### src/rtl/glyph_blitter_if.sv
// rtl/glyph_blitter_if.sv - command, alphabet ROM and frame-buffer signals of the glyph blitter
interface glyph_blitter_if;
    logic        cmd_valid;
    logic        cmd_ready;
    logic [4:0]  cmd_letter;
    logic [9:0]  cmd_x;
    logic [8:0]  cmd_y;
    logic [15:0] rom_addr;
    logic        rom_q;
    logic        fb_we;
    logic [18:0] fb_addr;
    logic        fb_data;
    logic        busy;
    logic        done;

    modport master (
        output cmd_valid, cmd_letter, cmd_x, cmd_y, rom_q,
        input  cmd_ready, rom_addr, fb_we, fb_addr, fb_data, busy, done
    );

    modport slave (
        input  cmd_valid, cmd_letter, cmd_x, cmd_y, rom_q,
        output cmd_ready, rom_addr, fb_we, fb_addr, fb_data, busy, done
    );
endinterface

### src/rtl/glyph_blitter.sv
// rtl/glyph_blitter.sv - copies one 50x50 ROM glyph into the 1-bit frame buffer, one pixel per clock
// Optional GLYPH_BLITTER_TRANSPARENT_EN: only pixels of value 1 are written.
module glyph_blitter #(
    parameter int GLYPH_W     = 50,
    parameter int GLYPH_H     = 50,
    parameter int SCREEN_W    = 640,
    parameter int SCREEN_H    = 480,
    parameter int NUM_LETTERS = 26,
    parameter int SPACE_CODE  = 31
) (
    input  logic           clk,
    input  logic           reset,
    glyph_blitter_if.slave bus
);
    localparam logic [4:0]  NUM_CODES  = 5'(NUM_LETTERS);
    localparam logic [4:0]  SPACE      = 5'(SPACE_CODE);
    localparam logic [5:0]  GX_LAST    = 6'(GLYPH_W - 1);
    localparam logic [5:0]  GY_LAST    = 6'(GLYPH_H - 1);
    localparam logic [10:0] COL_LIMIT  = 11'(SCREEN_W);
    localparam logic [9:0]  ROW_LIMIT  = 10'(SCREEN_H);
    localparam logic [18:0] PITCH      = 19'(SCREEN_W);
    localparam int          GLYPH_SIZE = GLYPH_W * GLYPH_H;

    typedef enum logic [1:0] {IDLE, RUN, FLUSH, DONE} state_t;

    state_t      state, state_next;
    logic [9:0]  x_q;
    logic [8:0]  y_q;
    logic        space_q;
    logic [5:0]  gx, gy;
    logic [18:0] row_base;
    logic [15:0] rom_addr_q;
    logic [18:0] fb_addr_q;
    logic        wr_pend;
    logic        clip_q;
    logic        accept;
    logic        letter_ok;
    logic        last_pix;
    logic [10:0] col;
    logic [9:0]  row;

    assign accept    = (state == IDLE) && bus.cmd_valid;
    assign letter_ok = (bus.cmd_letter < NUM_CODES) || (bus.cmd_letter == SPACE);
    assign last_pix  = (gx == GX_LAST) && (gy == GY_LAST);
    assign col       = {1'b0, x_q} + {5'd0, gx};
    assign row       = {1'b0, y_q} + {4'd0, gy};

    always_comb begin
        state_next    = state;
        bus.cmd_ready = 1'b0;
        bus.busy      = 1'b1;
        bus.done      = 1'b0;
        case (state)
            IDLE: begin
                bus.cmd_ready = 1'b1;
                bus.busy      = 1'b0;
                if (bus.cmd_valid) state_next = letter_ok ? RUN : DONE;
            end
            RUN:     if (last_pix) state_next = FLUSH;
            FLUSH:   state_next = DONE;
            DONE: begin
                bus.done   = 1'b1;
                state_next = IDLE;
            end
            default: state_next = IDLE;
        endcase
    end

    always_ff @(posedge clk) begin
        if (reset) begin
            state      <= IDLE;
            x_q        <= '0;
            y_q        <= '0;
            space_q    <= 1'b0;
            gx         <= '0;
            gy         <= '0;
            row_base   <= '0;
            rom_addr_q <= '0;
            fb_addr_q  <= '0;
            wr_pend    <= 1'b0;
            clip_q     <= 1'b0;
        end else begin
            state   <= state_next;
            // The write for the pixel addressed this cycle lands next cycle, alongside rom_q.
            wr_pend <= (state == RUN);
            if (state == RUN) begin
                fb_addr_q  <= row_base + {8'd0, col};
                clip_q     <= (col >= COL_LIMIT) || (row >= ROW_LIMIT);
                rom_addr_q <= rom_addr_q + 16'd1;
                if (gx == GX_LAST) begin
                    gx       <= '0;
                    gy       <= gy + 6'd1;
                    row_base <= row_base + PITCH;
                end else begin
                    gx <= gx + 6'd1;
                end
            end
            if (accept) begin
                x_q        <= bus.cmd_x;
                y_q        <= bus.cmd_y;
                space_q    <= (bus.cmd_letter == SPACE);
                gx         <= '0;
                gy         <= '0;
                row_base   <= 19'(32'(bus.cmd_y) * SCREEN_W);
                rom_addr_q <= 16'(32'(bus.cmd_letter) * GLYPH_SIZE);
            end
        end
    end

    assign bus.rom_addr = rom_addr_q;
    assign bus.fb_addr  = fb_addr_q;
    assign bus.fb_data  = wr_pend & ~space_q & bus.rom_q;
`ifdef GLYPH_BLITTER_TRANSPARENT_EN
    assign bus.fb_we    = wr_pend & ~clip_q & bus.fb_data;
`else
    assign bus.fb_we    = wr_pend & ~clip_q;
`endif
endmodule

### src/flat_wrapper.sv
// flat-port wrapper written by rule: the top's interface ports become plain ports
module glyph_blitter_flat 
#(
    parameter int GLYPH_W     = 50,
    parameter int GLYPH_H     = 50,
    parameter int SCREEN_W    = 640,
    parameter int SCREEN_H    = 480,
    parameter int NUM_LETTERS = 26,
    parameter int SPACE_CODE  = 31
)
  (clk, reset, bus_cmd_valid, bus_cmd_letter, bus_cmd_x, bus_cmd_y, bus_rom_q, bus_cmd_ready, bus_rom_addr, bus_fb_we, bus_fb_addr, bus_fb_data, bus_busy, bus_done);
  glyph_blitter_if bus_i ();
  input  logic clk;
  input  logic reset;
  input wire logic [$bits(bus_i.cmd_valid)-1:0] bus_cmd_valid;
  input wire logic [$bits(bus_i.cmd_letter)-1:0] bus_cmd_letter;
  input wire logic [$bits(bus_i.cmd_x)-1:0] bus_cmd_x;
  input wire logic [$bits(bus_i.cmd_y)-1:0] bus_cmd_y;
  input wire logic [$bits(bus_i.rom_q)-1:0] bus_rom_q;
  output wire logic [$bits(bus_i.cmd_ready)-1:0] bus_cmd_ready;
  output wire logic [$bits(bus_i.rom_addr)-1:0] bus_rom_addr;
  output wire logic [$bits(bus_i.fb_we)-1:0] bus_fb_we;
  output wire logic [$bits(bus_i.fb_addr)-1:0] bus_fb_addr;
  output wire logic [$bits(bus_i.fb_data)-1:0] bus_fb_data;
  output wire logic [$bits(bus_i.busy)-1:0] bus_busy;
  output wire logic [$bits(bus_i.done)-1:0] bus_done;
  assign bus_i.cmd_valid = bus_cmd_valid;
  assign bus_i.cmd_letter = bus_cmd_letter;
  assign bus_i.cmd_x = bus_cmd_x;
  assign bus_i.cmd_y = bus_cmd_y;
  assign bus_i.rom_q = bus_rom_q;
  assign bus_cmd_ready = bus_i.cmd_ready;
  assign bus_rom_addr = bus_i.rom_addr;
  assign bus_fb_we = bus_i.fb_we;
  assign bus_fb_addr = bus_i.fb_addr;
  assign bus_fb_data = bus_i.fb_data;
  assign bus_busy = bus_i.busy;
  assign bus_done = bus_i.done;
  glyph_blitter #(.GLYPH_W(GLYPH_W), .GLYPH_H(GLYPH_H), .SCREEN_W(SCREEN_W), .SCREEN_H(SCREEN_H), .NUM_LETTERS(NUM_LETTERS), .SPACE_CODE(SPACE_CODE)) u_core (.clk(clk), .reset(reset), .bus(bus_i));
endmodule
### config.mk
export PLATFORM = sky130hd
export DESIGN_NAME = glyph_blitter_flat
export DESIGN_NICKNAME = d
export VERILOG_FILES = /design/src/rtl/glyph_blitter_if.sv /design/src/rtl/glyph_blitter.sv /design/src/flat_wrapper.sv
export SDC_FILE = /design/constraint.sdc
export NUM_CORES = 1
export LEC_CHECK = 0
export CAP_MARGIN = 20
export CORE_ASPECT_RATIO = 1.1
export CORE_MARGIN = 3
export CORE_UTILIZATION = 50
export CTS_CLUSTER_SIZE = 28
export DETAILED_ROUTE_END_ITERATION = 10
export GPL_TIMING_DRIVEN = 1
export HOLD_SLACK_MARGIN = 0.08
export PLACE_DENSITY = 0.71
export SETUP_SLACK_MARGIN = 0.05
export SYNTH_ARGS = -nofsm -noshare
export SYNTH_HDL_FRONTEND = slang
export SYNTH_SLANG_ARGS = --single-unit
### constraint.sdc
create_clock -name clk -period 6.5 [get_ports clk]
set_input_delay 0.65 -clock clk [delete_from_list [all_inputs] [get_ports clk]]
set_output_delay 0.65 -clock clk [all_outputs]
set_load 0.1 [all_outputs]
After elaboration in Yosys (flattened, before gate mapping)
Cells that the tools add are included.

Bits of input ports: 28. Register bits after elaboration: 90. Logic and storage cells: 62. Output and inout port bits: 40.

Add/subtract/negate cells: 7. Mux-type cells: 13. $lt $le $gt $ge: 3. Bitwise logic cells: 5. Multipliers: 2. Equal/unequal tests: 8. Reductions and logical operators: 11.

Operators by type and width (count): $mux 19 (3); $mux 16 (2); $add 19x10->19 const B (1); $add 19x11->19 (1); $add 16x1->16 const B (1); $mul 5x10->14 const B (1); $add 6x1->6 const B (2); $eq 6x6->1 const B (2); $mul 9x3->12 const B (1); $add 10x6->11 (1); $ge 11x10->1 const B (1); $add 9x6->10 (1); $ge 10x9->1 const B (1); $pmux 2 s4 (1); $mux 2 (3); $mux 6 (1); $reduce_and 2->1 (3); $eq 5x5->1 const B (1); $lt 5x5->1 const B (1); $eq 2x2->1 const B (2); $reduce_bool 2->1 (2); $and 1x1->1 (3); $mux 1 (3); $eq 2x1->1 const B (1); 7 further kinds (10).

Logic depth before layout (Yosys ltp)
Depth in word-level cells: 5. Gate-level depth with buffers: 16. Mapped depth without buffers: 16.

Least setup slack after synthesis
OpenSTA, ideal clock, no wires.

Path kind: in2reg. Start point: in bus_cmd_letter[2]. End point: reg u_core.rom_addr_q[14] (netlist: u_core.bus.rom_addr[14]). Library setup time: 134 ps. Buffers on the path: 0. Path slack: 3211 ps. Arrival: 3155 ps. Data required time: 6366 ps. Stages: 12. Cell sequence: inv_1 -> fa_1 -> inv_1 -> ha_1 -> fa_1 -> ha_1 -> nand3_1 -> o211ai_1 -> or4_1 -> o311a_1 -> xnor2_1 -> o22ai_1.

Word-level cells in the longest chain between the ends: 2.

Ends and longest elaborated chain: start: declaration (RTL line flat_wrapper.sv:16) `input wire logic [$bits(bus_i.cmd_letter)-1:0] bus_cmd_letter;`; $mul 5x10->14 (RTL line glyph_blitter.sv:105) `rom_addr_q <= 16'(32'(bus.cmd_letter) * GLYPH_SIZE);`; $mux 16 (RTL line glyph_blitter.sv:98) `if (accept) begin`; end signal: assignment (RTL line glyph_blitter.sv:89) `rom_addr_q <= rom_addr_q + 16'd1;`; end signal: assignment (RTL line glyph_blitter.sv:105); end: declaration (RTL line glyph_blitter.sv:32) `logic [15:0] rom_addr_q;`.

No other way between the ends. A chain may end at the register's enable or synchronous reset.

Final worst setup path
Ends and elaborated chain as after synthesis.

==> results list <==
- Floorplan die area: 11,800 um^2
- Global-route wire length before repair: 20,200 um
- Cell accounting for the most synthesized area: sky130_fd_sc_hd__dfxtp_1
- R2r setup slk: 2850 ps
- The most critical setup path has its startpoint at bus_cmd_letter[2].
- The design draws 0.00223 W.
- In the routed design, unresolved DRC markers number 0.
- Setup total negative slack on the finished layout was measured at 0 ps.
- Synthesized netlist net count: 718
* Start point of the worst hold path: u_core.y_q[8]
- CTS sink count: between 80 and 90
* Psw: between 0.001 and 0.0015 W
- The final count of hold timing violations was 0.
- Final period demand of the worst path: 3830 ps
- Dpl ws: 2290 ps
- The number of global-route vias before repair came to between 4,000 and 5,000.
- Critical path data arrival time: 4040 ps
- Status: completed
* Number of vias per cell after detailed routing: 5.40
- Share of the cycle needed by the critical path after routing: a little under 60%
* Nature of the critical path endpoint: flip-flop
- Entering global routing, the biggest net connects 65 pins.
- Synthesis produced a netlist whose cell count is 617.
- PnR worst setup slack: 2670 ps
- Critical path endpoint: u_core.bus.rom_addr[14]
- STA classifies the critical path startpoint as an input port.
* Post-CTS sizing: 0
- Buffers added to address setup during post-CTS repair amount to 0.
* Cell with the biggest individual delay on the critical path: sky130_fd_sc_hd__clkdlybuf4s50_1
* Number of buffers added to fix hold violations after cts: 0
- F_max: 261 MHz
* Relative contribution of sequential cells to total power: 31.7%
- Layout-stage area growth over the synthesis result: 18.3%
- The top cell type by area accounts for 31.6% of the synthesized area.
- In this run the worst path has a maximum fanout of 6.
- The number of clock buffers added by TritonCTS is 9.
- Cell class contributing the biggest share of worst-path delay: adder cells
- Worst Max-Slew Pin Slew: 979 ps
* Endpoint required time on the critical path: 6710 ps
- After synthesis, the share of flip-flops with an asynchronous set or reset is 0%.
- After the first detailed-routing iteration, the DRC count stood at between 150 and 200.
- Switching power as a share of total power: 48.7%
- Ratio of cells with drive above 1 in the final layout: approximately 4.3%
- The analysis attributes to cell leakage a power of 2.48 nW.
* Mean cell area of the mapped netlist: 8.53 um^2
- The critical path is of the input port to flip-flop type.
- Routability-driven placement finished with a final weighted congestion of around 0.84.
- IR analysis of the VDD net gives a maximum drop of 0.192 mV.
- In this run the cell area of the synthesized design comes to 5260 um^2.
- Input and output buffers added on the ports amount to 67.
- Clock latency on the worst-skew pair, taken at its later pin, is 360 ps.
- Clock tree from TritonCTS: done
- Detailed placement finished with a half-perimeter wire length of 8790 um.
- The initial antenna violation count came to 0.
- Among all flip-flop cells after synthesis, the most frequent one is sky130_fd_sc_hd__dfxtp_1.
* Share of synthesized area occupied by flip-flops and latches: a little under a third
- The count of nets left with antenna violations once routing finished came out at 0.
* Clk Tree Root Cell: sky130_fd_sc_hd__clkbuf_8
- The routed layout has about 4,400 vias.
- Slowest Stage Delay on Critical Path: 620 ps
- H-tree depth reported by CTS: 3
* Commonest non-fill, non-tap cell in the layout: sky130_fd_sc_hd__dfxtp_1
- Leaving out fill and tap cells, the most frequent cells in the layout are sky130_fd_sc_hd__dfxtp_1, sky130_fd_sc_hd__nor2_1, sky130_fd_sc_hd__nand2_1.
- The total overflow left after global routing is 0.
- Crit Reg-Reg Endpoint: u_core.bus.fb_addr[18]
- For the worst flop-to-flop path, the logic depth is 15.
* Boundary Pins: 68
- In this run the vertical extent of the chip is 114 um.
- At the end of the flow, the number of nets in the layout was 773.
* Routed wire length per instance: 14.7 um
* Count of distinct cell types in the synthesized netlist: 55
* Width of the die: between 100 and 150 um
* Placeable core region: around 10,000 um^2
- Crit path cell chain: clkdlybuf4s50_1 > inv_1 > fa_1 > inv_1 > ha_1 > fa_1 > ha_1 > nand3_1 > o211ai_1 > or4_1 > o311a_1 > xnor2_1 > o22ai_1
* Combinational fraction of design power: between 50% and 60%
- Number of diodes: 0
* Standard-cell rows: 38
* Relative max-transition margin: 34.5%
- Pwr dens: 359 nW/um^2
- Worst reg2reg path startpoint: u_core.gx[0]
- Cell count along the critical path: 13
* Clock transition at path regs: 80 ps
- Setup repair after global routing missed its margin: false
* Most area-consuming cells after synthesis: sky130_fd_sc_hd__dfxtp_1, sky130_fd_sc_hd__ha_1, sky130_fd_sc_hd__xor2_1
- Hold timing on the final database bottoms out at a slack of 457 ps.
* Drt pass-1 iters: 4
* CTS max path bufs: 2
* Number of warnings printed during yosys synthesis: 0
- Cells on Worst Hold Path: 2
* Total internal power: 0.00115 W
* Number of buffers and inverters on the critical path: 3
- Setup Skew: 10.5 ps
- Wires add up to between 10,000 and 15,000 um.
- Share of power burned in the clock network: 17.4%
- Setup-violating endpoint count in the final report: 0
- Worst Hold Class: flip-flop to flip-flop
* Number of enable-type register cells in the synthesized netlist: 0
- Max-cap violations in this run came to 0.
* Slew Viols, Final: 0
- The synthesized design contains 83 register bits.
* Global-route usage over all layers: 20.7%
* Initial core utilization: between 50% and 60%
==> logic make-up after synthesis <==
logic type / after synthesis / share of synthesized area, %
buffers and inverters: 50 / 3.64
muxes: 8 / 1.55
AOI/OAI and AO/OA: 128 / 15.5
DFF: 83 / 31.6
xor gates and xnor gates: 59 / 9.82
and+or+nand+nor: 216 / 19.4
adders and majority gates: 73 / 18.5
==> how the worst min path moves through the flow <==
stage / end / slack, ps
finish: u_core.y_q[8] / 460
global route: u_core.y_q[8] / 490
CTS: u_core.y_q[8] / 460
detailed placement: u_core.y_q[8] / 450
floorplan: u_core.y_q[7] / 430
global placement: u_core.y_q[8] / 440
==> cells in the mapped netlist, types with 4 or more instances <==
library cell	n
sky130_fd_sc_hd__dfxtp_1	83
sky130_fd_sc_hd__nor2_1	71
sky130_fd_sc_hd__nand2_1	70
sky130_fd_sc_hd__ha_1	65
sky130_fd_sc_hd__a21oi_1	45
sky130_fd_sc_hd__xor2_1	36
sky130_fd_sc_hd__a211oi_1	30
sky130_fd_sc_hd__inv_1	24
sky130_fd_sc_hd__xnor2_1	23
sky130_fd_sc_hd__clkbuf_1	19
sky130_fd_sc_hd__nand3_1	18
sky130_fd_sc_hd__o21ai_0	17
sky130_fd_sc_hd__nand4_1	10
sky130_fd_sc_hd__nor3_1	9
sky130_fd_sc_hd__fa_1	8
sky130_fd_sc_hd__mux2i_1	7
sky130_fd_sc_hd__o22ai_1	7
sky130_fd_sc_hd__a21o_1	6
sky130_fd_sc_hd__nand2b_1	5
sky130_fd_sc_hd__o211ai_1	5
sky130_fd_sc_hd__and3_1	4
sky130_fd_sc_hd__buf_1	4
sky130_fd_sc_hd__or3_1	4
==> stage by stage <==
| step | cell area [um^2] | utilization (%) | instances |
|---|---|---|---|
| floorplan | 5260 | - | 617 |
| global placement | 6030 | 59.8 | 801 |
| detailed placement | 6030 | 59.8 | 801 |
| CTS | 6220 | 61.8 | 815 |
| global route | 6220 | 61.8 | 815 |
| finish | 6220 | 61.8 | 815 |
==> flip-flops by register name, summed over array words and instances, names as in the netlist <==
register and flops:
u_core.bus.fb_addr 19, u_core.bus.rom_addr 16, u_core.gx 6, u_core.row_base 12, u_core.clip_q 1, u_core.x_q 10, u_core.y_q 9, u_core.wr_pend 1
u_core.space_q 1, u_core.state 2, u_core.gy 6
==> layer usage <==
metal,up-vias,GRT usage (%),routed length [um],part of all wire [%]
li1,2256,-,-,-
met1,2045,27.8,5870,49
met2,76,34.0,5460,46
met3,22,3.34,377,3.2
met4,0,7.54,246,2.1
met5,-,0,0,0
==> worst register-to-register path, delay by kind of cell (launching register included) <==
family	cells	cell delay (ps)
fa+ha+maj	3	930
compound gates	5	1280
flops	1	430
buf+inv	1	70
xor+xnor	2	280
simple gates	4	600
==> power by group through the flow <==
stage / clock (W) / sequential, W / combinational [W]
after floorplan: 0 / 0.00105 / 0.000539
after global placement: 0 / 0.000713 / 0.00112
after detailed placement: 0 / 0.000719 / 0.00114
after CTS: 0.000397 / 0.000708 / 0.00114
after global routing: 0.000413 / 0.000725 / 0.00122
final: 0.000389 / 0.000709 / 0.00114
==> cell type report <==
cell class                 count  area (um^2)
sequential                    83         1660
timing repair buffer          70          688
clock inverter                 3         65.1
inverter                      24         90.1
fill                         943         3850
multi-input combinational    484         3410
clock buffer                  11          131
tap                          140          175
No activity file was read; power rests on OpenSTA's default activity.
